<file path="config.mk">
export PLATFORM = sky130hd
export DESIGN_NAME = ft245_sync_master
export DESIGN_NICKNAME = d
export VERILOG_FILES = /design/src/rtl/ft245_pkg.sv /design/src/rtl/ft245_rx_fifo.sv /design/src/rtl/ft245_sync_master.sv
export SDC_FILE = /design/constraint.sdc
export NUM_CORES = 1
export LEC_CHECK = 0
export CAP_MARGIN = 5
export CORE_ASPECT_RATIO = 0.6
export CORE_MARGIN = 5
export CORE_UTILIZATION = 30
export CTS_CLUSTER_SIZE = 10
export DETAILED_ROUTE_END_ITERATION = 6
export GPL_ROUTABILITY_DRIVEN = 0
export SLEW_MARGIN = 20
export SYNTH_ARGS = -nofsm -noshare
export SYNTH_HDL_FRONTEND = slang
export SYNTH_HIERARCHICAL = 1
export SYNTH_SLANG_ARGS = --single-unit
</file>
<file path="constraint.sdc">
create_clock -name clk -period 5 [get_ports clk]
set_input_delay 1 -clock clk [delete_from_list [all_inputs] [get_ports clk]]
set_output_delay 1 -clock clk [all_outputs]
set_load 0.05 [all_outputs]
</file>
<file path="src/rtl/ft245_pkg.sv">
// Shared types and constants for the FT245 synchronous FIFO bus master.
package ft245_pkg;

   typedef enum logic [2:0] {
      IDLE,
      RD_OE,
      RD,
      RD_END,
      WR
   } state_e;

   typedef enum logic {
      DIR_RD,
      DIR_WR
   } dir_e;

   // Free words kept in reserve so a read burst can always be stopped in time.
   localparam int RX_MARGIN = 2;

endpackage

</file>
<file path="src/rtl/ft245_rx_fifo.sv">
// First-word-fall-through rx buffer; pointers carry one extra bit so full and
// empty are told apart by natural wrap.
module ft245_rx_fifo
   import ft245_pkg::*;
#(
   parameter int DATA_W   = 32,
   parameter int RX_DEPTH = 8
) (
   input  logic                      clk,
   input  logic                      rst_n,
   input  logic                      push,
   input  logic [DATA_W-1:0]         push_data,
   input  logic                      pop,
   output logic [DATA_W-1:0]         pop_data,
   output logic                      empty,
   output logic                      full,
   output logic [$clog2(RX_DEPTH):0] free_cnt
);
   localparam int AW = $clog2(RX_DEPTH);
   localparam int PW = AW + 1;

   logic [DATA_W-1:0] mem_q [RX_DEPTH];
   logic [PW-1:0]     wr_ptr_q, wr_ptr_d;
   logic [PW-1:0]     rd_ptr_q, rd_ptr_d;
   logic [PW-1:0]     used;

   always_comb begin
      used     = wr_ptr_q - rd_ptr_q;
      empty    = (used == '0);
      full     = (used == PW'(RX_DEPTH));
      free_cnt = PW'(RX_DEPTH) - used;
      wr_ptr_d = wr_ptr_q + PW'(push);
      rd_ptr_d = rd_ptr_q + PW'(pop && !empty);
      pop_data = mem_q[rd_ptr_q[AW-1:0]];
   end

   always_ff @(posedge clk or negedge rst_n) begin
      if (!rst_n) begin
         wr_ptr_q <= '0;
         rd_ptr_q <= '0;
      end else begin
         wr_ptr_q <= wr_ptr_d;
         rd_ptr_q <= rd_ptr_d;
      end
   end

   always_ff @(posedge clk) begin
      if (push) begin
         mem_q[wr_ptr_q[AW-1:0]] <= push_data;
      end
   end

endmodule

</file>
<file path="src/rtl/ft245_sync_master.sv">
// FPGA-side master for the FT245 synchronous FIFO bus: arbitrates read and
// write bursts, buffers received words and registers the write data.
//
//   state  | meaning
//   IDLE   | bus idle, arbitrate between read and write
//   RD_OE  | chip output enable asserted, one turnaround cycle
//   RD     | rdn low, one word pushed per cycle while rxfn low
//   RD_END | rdn released, oen released on exit
//   WR     | write burst through the one-stage dout register
module ft245_sync_master
   import ft245_pkg::*;
#(
   parameter int DATA_W    = 32,
   parameter int RX_DEPTH  = 8,
   parameter int BURST_MAX = 64
) (
   input  logic              clk,
   input  logic              rst_n,
   input  logic              rxfn,
   input  logic              txen,
   input  logic [DATA_W-1:0] din,
   output logic [DATA_W-1:0] dout,
   output logic              rdn,
   output logic              wrn,
   output logic              oen,
   output logic [DATA_W-1:0] rx_data,
   output logic              rx_valid,
   input  logic              rx_ready,
   input  logic [DATA_W-1:0] tx_data,
   input  logic              tx_valid,
   output logic              tx_ready
);
   localparam int            FW      = $clog2(RX_DEPTH) + 1;
   localparam int            CW      = $clog2(BURST_MAX + 1);
   localparam logic [FW-1:0] MARGIN  = FW'(RX_MARGIN);
   localparam logic [CW-1:0] CNT_MAX = CW'(BURST_MAX);

   state_e            state_q, state_d;
   dir_e              last_q, last_d;
   logic              rdn_q, rdn_d;
   logic              wrn_q, wrn_d;
   logic              oen_q, oen_d;
   logic [DATA_W-1:0] dout_q, dout_d;
   logic [CW-1:0]     cnt_q, cnt_d;
   logic [CW-1:0]     rd_cnt;
   logic [FW-1:0]     free_cnt, free_after;
   logic              push, pop, fifo_empty, fifo_full;
   logic              rd_ok, wr_ok, rd_exit, wr_exit, tx_take, consumed;

   ft245_rx_fifo #(
      .DATA_W   (DATA_W),
      .RX_DEPTH (RX_DEPTH)
   ) u_rx_fifo (
      .clk       (clk),
      .rst_n     (rst_n),
      .push      (push),
      .push_data (din),
      .pop       (pop),
      .pop_data  (rx_data),
      .empty     (fifo_empty),
      .full      (fifo_full),
      .free_cnt  (free_cnt)
   );

   assign push       = !rdn_q && !rxfn;
   assign rx_valid   = !fifo_empty;
   assign pop        = rx_valid && rx_ready;
   assign free_after = free_cnt - FW'(push);
   assign rd_ok      = !rxfn && (free_cnt > MARGIN);
   assign wr_ok      = !txen && tx_valid;
   assign rd_cnt     = cnt_q + CW'(push);
   assign rd_exit    = rxfn || (free_after <= MARGIN) || (rd_cnt == CNT_MAX);
   assign consumed   = !wrn_q && !txen;
   // Leaving WR takes priority over accepting, so no word is loaded on exit.
   assign wr_exit    = wrn_q && (txen || !tx_valid || (cnt_q == CNT_MAX));
   assign tx_ready   = (state_q == WR) && !wr_exit && (wrn_q || !txen) && (cnt_q < CNT_MAX);
   assign tx_take    = tx_valid && tx_ready;

   always_comb begin
      state_d = state_q;
      last_d  = last_q;
      rdn_d   = rdn_q;
      wrn_d   = wrn_q;
      oen_d   = oen_q;
      dout_d  = dout_q;
      cnt_d   = cnt_q;
      case (state_q)
         IDLE: begin
            if (rd_ok && (!wr_ok || last_q == DIR_WR)) begin
               state_d = RD_OE;
               oen_d   = 1'b0;
               cnt_d   = '0;
               last_d  = DIR_RD;
            end else if (wr_ok) begin
               state_d = WR;
               cnt_d   = '0;
               last_d  = DIR_WR;
            end
         end
         RD_OE: begin
            state_d = RD;
            rdn_d   = 1'b0;
         end
         RD: begin
            cnt_d = rd_cnt;
            if (rd_exit) begin
               rdn_d   = 1'b1;
               state_d = RD_END;
            end
         end
         RD_END: begin
            oen_d   = 1'b1;
            state_d = IDLE;
         end
         WR: begin
            if (tx_take) begin
               dout_d = tx_data;
               wrn_d  = 1'b0;
               cnt_d  = cnt_q + 1'b1;
            end else if (consumed) begin
               wrn_d = 1'b1;
            end
            if (wr_exit) begin
               state_d = IDLE;
            end
         end
         default: state_d = IDLE;
      endcase
   end

   always_ff @(posedge clk or negedge rst_n) begin
      if (!rst_n) begin
         state_q <= IDLE;
         last_q  <= DIR_WR;
         rdn_q   <= 1'b1;
         wrn_q   <= 1'b1;
         oen_q   <= 1'b1;
         dout_q  <= '0;
         cnt_q   <= '0;
      end else begin
         state_q <= state_d;
         last_q  <= last_d;
         rdn_q   <= rdn_d;
         wrn_q   <= wrn_d;
         oen_q   <= oen_d;
         dout_q  <= dout_d;
         cnt_q   <= cnt_d;
      end
   end

   assign rdn  = rdn_q;
   assign wrn  = wrn_q;
   assign oen  = oen_q;
   assign dout = dout_q;

   a_no_overflow: assert property (@(posedge clk) disable iff (!rst_n) !(push && fifo_full))
      else $error("rx buffer push while full");

endmodule

</file>
* Word-level counts from Yosys, hierarchy flattened
Memory sizes are Yosys's and may differ from the RTL's. Index checks and enable logic that the tools add are counted. W data, S select, Z words.
Word-level totals: register bits 54, bits in latches 0, memory bits (writable) 256, ROM bits 0, input bits 70, word-level logic and storage cells 90, memories 1
Memory list:
- u_rx_fifo.mem_q | depth 8, bits a word 32, rd ports 1, clocked after memory_dff 0, wr ports 1, RTL line ft245_rx_fifo.sv:22 | logic [DATA_W-1:0] mem_q [RX_DEPTH];
Operators by class: add/sub/neg operators 7, $mul 0, div/mod/pow operators 0, order comparisons 3, equality and inequality tests 11, shifts and indexed selects 0, mux-type cells 19, bitwise operators 0, reduce and logical (&&, ||, !) cells 40
Operator list (count):
- $mux W7 | 3
- $pmux W7 S3 | 1
- $eq A7 B7 Y1 const B | 2
- $logic_and A1 B1 Y1 | 12
- $mux W3 | 4
- $pmux W3 S4 | 1
- $reduce_and A2 Y1 | 5
- $add A4 B1 Y4 | 2
- $logic_not A1 Y1 | 8
- $mux W1 | 8
- $ne A2 B2 Y1 const B | 4
- $reduce_bool A2 Y1 | 4
- $add A7 B1 Y7 | 1
- $add A7 B1 Y7 const B | 1
- $lt A7 B7 Y1 const B | 1
- $eq A3 B2 Y1 const B | 2
- $logic_or A1 B1 Y1 | 6
- $reduce_and A3 Y1 | 2
- $gt A4 B2 Y1 const B | 1
- $le A4 B2 Y1 const B | 1
- $logic_not A4 Y1 | 1
- $pmux W1 S2 | 2
- $sub A4 B1 Y4 | 1
- $sub A4 B4 Y4 | 1
- 6 further kinds | 6

* Depth between registers and ports, before layout
Gate-level depths: netlist of the first run.
word-level depth 11, gate-level depth with buffers 12, mapped depth without buffers 11

* Cells and area by module
Netlist of the first run, hierarchy kept.
By module, submodules not included:
- ft245_rx_fifo | times used 1, cells each 498, area each 10282.4 um^2, sequential area each 7887.6 um^2
- ft245_sync_master | times used 1, cells each 192, area each 2326.0 um^2, sequential area each 1156.1 um^2

* Least setup slack after synthesis of the first run
Ideal clock, no wire load.
kind input port to output port, start input tx_valid, end output tx_ready, arrival 3.464 ns, data required time 4.000 ns, slack 0.536 ns, stages on the path 2, path through inv_1 -> a2111oi_0
Between the ends: longest elaborated chain between the ends 8
RTL lines:
- from (decl) | RTL line ft245_sync_master.sv:30 | input logic tx_valid,
- $logic_not A1 Y1 | RTL line ft245_sync_master.sv:75 | assign wr_exit = wrn_q && (txen || !tx_valid || (cnt_q == CNT_MAX));
- $logic_or A1 B1 Y1 (2 in series) | RTL line ft245_sync_master.sv:75
- $logic_and A1 B1 Y1 | RTL line ft245_sync_master.sv:75
- $logic_not A1 Y1 | RTL line ft245_sync_master.sv:76 | assign tx_ready = (state_q == WR) && !wr_exit && (wrn_q || !txen) && (cnt_q < CNT_MAX);
- $logic_and A1 B1 Y1 (3 in series) | RTL line ft245_sync_master.sv:76
- to (decl) | RTL line ft245_sync_master.sv:31 | output logic tx_ready
Every way passes these cells.

* Worst setup path in the final report of the first run
start register u_rx_fifo.rd_ptr_q[1], end output rx_data[30]
Between the ends: longest elaborated chain between the ends 1
RTL lines:
- from (decl) | RTL line ft245_rx_fifo.sv:24 | logic [PW-1:0] rd_ptr_q, rd_ptr_d;
- from (signal assigned) | RTL line ft245_rx_fifo.sv:43 | rd_ptr_q <= rd_ptr_d;
- $mem_v2 Z8 W32
- to (decl) | RTL line ft245_sync_master.sv:26 | output logic [DATA_W-1:0] rx_data,
Every way passes these cells.

==> results of run 1 <==
-- cell usage in the layout, fill, tap and decap left out, types with 8 or more instances in the layout --
cell type	count
sky130_fd_sc_hd__edfxtp_1	256
sky130_fd_sc_hd__clkdlybuf4s50_1	136
sky130_fd_sc_hd__nand2_1	104
sky130_fd_sc_hd__mux4_2	60
sky130_fd_sc_hd__dfrtp_1	48
sky130_fd_sc_hd__clkbuf_16	39
sky130_fd_sc_hd__a21oi_1	16
sky130_fd_sc_hd__inv_1	15
sky130_fd_sc_hd__ha_1	14
sky130_fd_sc_hd__buf_4	13
sky130_fd_sc_hd__nor2_1	12
sky130_fd_sc_hd__mux2_2	12
sky130_fd_sc_hd__mux2_1	10
sky130_fd_sc_hd__mux2_4	10
sky130_fd_sc_hd__clkbuf_1	9
sky130_fd_sc_hd__nand3_1	8
-- layer usage --
layer,vias to the layer above,global-route usage (%),part of all wire [%]
met5,-,0,0.076
met4,4,2.827,1.9
met3,43,3.046,5.5
met2,174,18.54,46
met1,3436,17.14,46
li1,3007,-,-
-- registers in the layout (all words and copies together), names as in the netlist --
name,cells
oen,1
state_q,3
wrn,1
dout,32
cnt_q,7
u_rx_fifo/wr_ptr_q,4
u_rx_fifo/rd_ptr_q,4
u_rx_fifo/mem_q,256
last_q,1
rdn,1
-- area by class of cell --
type / instances / area share (%)
Sequential cell: 310 / 57.67
Multi-Input combinational cell: 332 / 20.86
Timing Repair Buffer: 155 / 9.968
Clock buffer: 48 / 6.435
Tap cell: 570 / 4.545
Inverter: 15 / 0.3589
Clock inverter: 3 / 0.1435
Antenna cell: 1 / 0.01595
-- metrics by stage --
stage | utilization, % | hold WS [ns] | power, uW | instances | area, um2
3_5_place_dp | 35.12 | 0.4655 | 7954 | 1382 | 14660
5_1_grt | 37.60 | 0.2391 | 10780 | 1434 | 15690
2_1_floorplan | - | 0.5012 | 6641 | 689 | 12600
4_1_cts | 37.60 | 0.2364 | 10380 | 1433 | 15690
3_3_place_gp | 35.12 | 0.4597 | 7910 | 1382 | 14660
6_report | 37.60 | 0.2632 | 10200 | 1434 | 15690
-- where the power goes --
part / internal (uW) / switching, uW
Sequential: 3180 / 307
Combinational: 1700 / 2650
Clock: 1400 / 965
Total: 6280 / 3920
-- worst paths after layout --
check | start | to | slack, ns | cells after the start
max | u_rx_fifo/rd_ptr_q[1] | rx_data[30] | 0.93 | 5
min | rst_n | dout[19] | 0.26 | 1
max reg2reg | u_rx_fifo/rd_ptr_q[1] | cnt_q[5] | 1.34 | 10
min reg2reg | oen | oen | 0.47 | 2
max in group asynchronous | rst_n | u_rx_fifo/rd_ptr_q[0] | 3.80 | 2
min in group clk | oen | oen | 0.47 | 2
-- worst reg2reg max path, delay by kind of cell, from the launching register on --
kind | cells | cell delay [ns]
AOI/OAI and AO/OA | 5 | 1.39
adders and majority gates | 1 | 0.23
xor gates and xnor gates | 2 | 0.52
DFF | 1 | 0.97
and+or+nand+nor | 1 | 0.13
buffers and inverters | 1 | 0.34
==> results.txt, run 1 <==
The critical setup path kind is reg -> out. In this design, the stage delay of the slowest critical-path cell is 0.97 ns. STA classifies the critical path startpoint as a flip-flop. The worst setup path is captured at an output port. The number of vias after detailed routing came out at 6664. The final net count came out at between 900 and 1000. The clock period minus worst slack is between 4 and 5 ns.

Synthesis produced a netlist whose cell count is approximately 690. After layout, the worst setup slack is 0.9266 ns. For this run the aggregate overflow at the end of global routing stands at 0. From synthesis to final layout, the design area changed by 24.53%.

Input and output buffers added on the ports amount to roughly 140. The mean instance size in the synthesized netlist is 18.29 um2. For this design the static power due to leakage is around 0.0055 uW.

The initial antenna violation count is 3. The floorplan step defined a die boundary enclosing roughly 46000 um2. In this run the worst hold path is classified as in -> async. Setup repair after global routing left no endpoint under its margin. The number of buffers inserted to repair setup after CTS came out at 0. Global routing used 11.99% of the available tracks across all layers. The most used cell along the critical path is sky130_fd_sc_hd__nand2_1. The clock tree synthesis step divided the H-tree into 2 levels. The signal on the critical path passes through buf_12 -> mux4_2 -> nand2_1 -> nand2_1 -> clkdlybuf4s50_1.

The routed design has about 28 mm of wire. For this design, the CTS-stage hold fixing added 0 buffers. The number of warning messages in the yosys log is 6.

The fraction of final layout cells sized beyond drive strength 1 came out at a little under a fifth. The post-detailed-route DRC marker count is 0. The average via count per standard cell is 4.647. The core area is around 42000 um2. The number of primary I/O pins came out at 139. The kind of cell with the highest combined delay along the critical path is buffers and inverters. The buffers plus inverters on the worst setup path came out at 2. The maximum clock frequency came out at about 0.25 GHz. Once detailed placement completed, the half-perimeter wirelength came to ~17 mm.

No sink is reached through more buffers than the 3 on the longest clock path. The cell area power density is roughly 650 nW/um2. The multi-input combinational cell area is ~3300 um2. Once the clock tree was built, the resizer swapped 0 gates to a different size. The final max-slew violation count came out at 0. The starting utilization of the core area is between 30% and 40%. TritonCTS built the clock tree. The run finished with clean final reports. In the final layout, flip-flops and latches occupy 9049 um2. Across the VDD grid, the largest voltage drop is ~0.27 mV. The filler cells instantiated in the layout total 3876. The hold violation count in the final report came out at 0. The post-route fraction of the period consumed by the critical path is between 80% and 90%. Entering global routing, the biggest net connects 53 pins. The worst endpoint data arrival time came out at around 3.1 ns.

The first-pass detailed-route iteration total is 4. The wire length of the first global-routing pass came out at between 40 and 50 mm. The slowest stage of the critical path is the sky130_fd_sc_hd__dfrtp_2 cell.

The die boundary height came out at 168.7 um. The worst slack at placement came out at ~1.1 ns. The number of clock buffers inserted by TritonCTS came out at 37. Synthesis produced a netlist with a net count of between 700 and 800. The CTS clock-pin slew for the worst setup and hold paths came out at 0.06 ns.

The sum of negative setup slack came out at 0 ns. The number of placement rows is between 50 and 60. The total standard cell area after synthesis came out at approximately 13000 um2. The die span in x is roughly 270 um. The buffer type at the clock tree root is sky130_fd_sc_hd__clkbuf_16. Between clock sinks in the finished design, the worst skew comes to 0.01561 ns. The number of global-route vias before repair came to between 6000 and 7000. The required time of the critical path is ~4.0 ns. The clock drives a little over 300 sinks. In this run the worst path has a maximum fanout of 36. The final setup violation count came out at 0. The worst pin sits at a relative slew slack of between 30% and 40%. For the pin with the worst max-slew slack, the measured transition is 0.9223 ns.

Once detail routing completed, the nets flagged for antenna violations numbered 0. The number of max-cap violations came out at 0. The post-detailed-route wirelength per cell came out at 19.29 um. The number of DRC violations after detailed-routing iteration 0 came out at around 480. For the worst-skew pair, the clock arrives at the later sink with an insertion delay of 0.52 ns.
No activity file was read; power rests on OpenSTA's default activity.
==> inputs of run 2 (changes only) <==
- clock period: 5 -> 3.7 ns (I/O delays scaled with it)
==> run 2 against run 1 <==
Against the previous run:
- total power is 35% higher
- die area did not move
- combinational power rose by 36%
- worst setup slack lost 0.76 ns
- core utilization is 0.14 points lower
- hold slack improved by 0.052 ns
- critical path type unchanged
- critical endpoint is now tx_ready
- largest power group unchanged
==> results.txt, run 2 (same netlist as run 1, synthesis figures left out) <==
Cell Chain, Critical Path: or3b_4 -> a2111oi_1 -> clkdlybuf4s50_1 (was buf_12 -> mux4_2 -> nand2_1 -> nand2_1 -> clkdlybuf4s50_1). The routed length on met2 came out at 13.23 mm (was 12.79 mm). The number of vias after detailed routing is 6609 (was 6664). The storage element area is 9049 um2 (unchanged).

The multi-input combinational cell area was 3287 um2 (was 3273 um2). Subtracting the final worst setup slack from the clock period gives roughly 3.5 ns. Commonest cells after routing, fill and taps aside: 256 x sky130_fd_sc_hd__edfxtp_1, 104 x sky130_fd_sc_hd__nand2_1, 104 x sky130_fd_sc_hd__clkdlybuf4s50_1, 60 x sky130_fd_sc_hd__mux4_2, 48 x sky130_fd_sc_hd__dfrtp_1 (was 256 x sky130_fd_sc_hd__edfxtp_1, 136 x sky130_fd_sc_hd__clkdlybuf4s50_1, 104 x sky130_fd_sc_hd__nand2_1, 60 x sky130_fd_sc_hd__mux4_2, 48 x sky130_fd_sc_hd__dfrtp_1). The area added between synthesis and finish came out at 24.06% (was 24.53%). The fraction of the core area covered by cells at the end of the flow is 37.46% (was 37.60%).

The post-detailed-route DRC marker count was 0 (unchanged). The final net count came to 936 (unchanged). The number of hold buffers added after cts is 0 (unchanged). The number of primary I/O pins came out at 139 (unchanged). The top routing layer in use is met5 (unchanged). The fraction of final layout cells sized beyond drive strength 1 is 22.31% (was 18.66%). The final antenna diode count came out at 0 (was 1). The number of sinks driven by the clock tree came out at 310 (unchanged). The maximum vdd drop is 0.5469 mV (was 0.2667 mV). The cell area power density was 878.4 nW/um2 (was 650.4 nW/um2).

The critical setup path kind is reg -> out (unchanged). Setup repair after global routing missed its margin: false (unchanged). The CTS clock-pin slew for the worst setup and hold paths is 0.06 ns (about the same). The leakage power is 0.005551 uW (was 0.005517 uW). The HPWL after detailed placement came out at 17.18 mm (was 17.27 mm). The depth of the most critical reg-to-reg path came out at 11 (was 10).

The CTS tree is done (unchanged). The area of the die is 46330 um2 (unchanged). The core area is 41730 um2 (unchanged). The total routing usage reported by global routing came out at 12.24% (was 11.99%).

The number of buffers inserted to repair setup after CTS is 0 (unchanged). The sum of negative setup slack is 0 ns (unchanged). The average via count per standard cell is 4.606 (was 4.647). The cell count after placement came out at 1382 (unchanged). The biggest fanout along the worst timing path came out at 10 (was 36).

The initial antenna violation count came out at 2 (was 3). The buffer type at the clock tree root is sky130_fd_sc_hd__clkbuf_16 (unchanged). The worst endpoint data arrival time is 2.80 ns (was 3.07 ns).

The die boundary height is 168.7 um (unchanged). The startpoint type of the worst setup path is a flip-flop (unchanged). The number of stages on the worst setup path came out at 3 (was 5).

The post-detailed-route wirelength per cell is 19.65 um (was 19.29 um). The required time of the critical path came out at 2.96 ns (was 4.00 ns). The number of buffers on the longest clock path is 3 (unchanged). The die span in x was 274.6 um (unchanged).

The maximum clock frequency came out at approximately 0.28 GHz. The buffers plus inverters on the worst setup path is 1 (was 2). The detailed-route wire length on metal 1 is 13.10 mm (was 12.82 mm). The number of antenna-violating nets in the routed design came out at 0 (unchanged). The number of flip-flops under the largest register name came out at 256 (unchanged).

The relative slew slack is 45.31% (was 38.51%). The worst-skew pair later-pin latency is 0.53 ns (was 0.52 ns). The final-layout fill cell count is 3873 (was 3876). The hold violation count in the final report came out at 0 (unchanged). The maximum single-stage delay on the critical path is 0.89 ns (was 0.97 ns). The number of clock buffers inserted by TritonCTS was 37 (unchanged). Outcome: complete, no violations (unchanged).

The largest net degree at the start of global routing is 66 (was 53). The count of instances resized after the clock tree is built came out at 0 (unchanged). The type of element capturing the critical path is an output port (unchanged). The final setup violation count is 0 (unchanged). The number of placement rows is 58 (unchanged). The final max-slew violation count came out at 0 (unchanged).

The post-route fraction of the period consumed by the critical path is 95.57%. The number of max-cap violations is 0 (unchanged). The number of DRC violations after detailed-routing iteration 0 is 389 (was 483).

The count of input and output buffers came out at 138 (unchanged). The wire length of the first global-routing pass was 43.06 mm (was 42.43 mm). The post-detailed-routing wire length is 28.20 mm (was 27.66 mm). The filler-free cell count of the finished design was 1435 (was 1434). The final global-route overflow total came out at 0 (unchanged). The critical path's slowest cell is sky130_fd_sc_hd__clkdlybuf4s50_1 (was sky130_fd_sc_hd__dfrtp_2). The number of global-route vias before repair is 6909 (was 6839). The setup clock skew after layout came to 0.01245 ns (was 0.01561 ns).

The number of levels in the clock H-tree came out at 2 (unchanged). The starting utilization of the core area is 30.19% (unchanged). The worst min-delay path category is in -> async (unchanged). The measured slew at the worst slew-check pin is 0.8203 ns (was 0.9223 ns). The most common cell after layout, fill and taps aside is sky130_fd_sc_hd__edfxtp_1 (unchanged). The detailed route wirelength on metal3 is 1.369 mm (was 1.512 mm). The dominant delay contributor by cell family on the critical path is buffers and inverters (unchanged).

The first-pass detailed-route iteration total is 4 (unchanged).
[run 2: cell types whose count changed in the layout (fill, tap and decap cells not counted)]
cell / before / now
sky130_fd_sc_hd__nor3_2: 2 / 0
sky130_fd_sc_hd__a2111oi_0: 1 / 0
sky130_fd_sc_hd__bufinv_16: 0 / 1
sky130_fd_sc_hd__clkdlybuf4s50_1: 136 / 104
sky130_fd_sc_hd__buf_4: 13 / 45
sky130_fd_sc_hd__diode_2: 1 / 0
sky130_fd_sc_hd__inv_16: 0 / 1
sky130_fd_sc_hd__clkinv_2: 1 / 0
sky130_fd_sc_hd__clkinvlp_4: 0 / 1
sky130_fd_sc_hd__a2111oi_1: 0 / 1
sky130_fd_sc_hd__clkbuf_1: 9 / 11
sky130_fd_sc_hd__clkbuf_16: 39 / 37
sky130_fd_sc_hd__nor3_4: 0 / 2
[run 2: layout make-up]
| cell class | count | share of cell area (%) |
|---|---|---|
| sequential | 310 | 57.89 |
| multi-input combinational | 332 | 21.03 |
| clock inverter | 5 | 0.4803 |
| timing repair buffer | 155 | 9.493 |
| inverter | 15 | 0.3602 |
| tap | 570 | 4.563 |
| clock buffer | 48 | 6.187 |
[run 2: path summary, 6_finish.rpt]
path / slack [ns] / end / start
worst max-delay path: 0.16 / tx_ready / state_q[0]
worst min register to register: 0.47 / oen / oen
worst min-delay path: 0.32 / state_q[0] / rst_n
worst max register to register: 0.53 / cnt_q[4] / u_rx_fifo/wr_ptr_q[0]
min in group clk: 0.47 / oen / oen
max in group asynchronous: 2.56 / dout[30] / rst_n
[run 2: through the flow]
step | hold slack, ns | power (uW) | setup WS, ns | instance area [um2]
finish | 0.3156 | 13730 | 0.1638 | 15630
global route | 0.3614 | 14500 | 0.06235 | 15630
CTS | 0.3235 | 13970 | 0.1743 | 15630
detailed placement | 0.4643 | 10670 | 0.4385 | 14590
global placement | 0.4657 | 10610 | 0.4837 | 14590
floorplan | 0.4444 | 8978 | 0.2543 | 12610
[run 2: power by group]
group	switching [uW]	internal, uW
registers	279	4300
clock network	1330	1900
logic	3730	2190
total	5340	8390
[run 2: per-layer routing]
layer | vias up | GRT usage (%)
li1 | 3007 | -
met1 | 3430 | 17.34
met2 | 125 | 19.24
met3 | 43 | 3.032
met4 | 4 | 2.783
met5 | - | 0
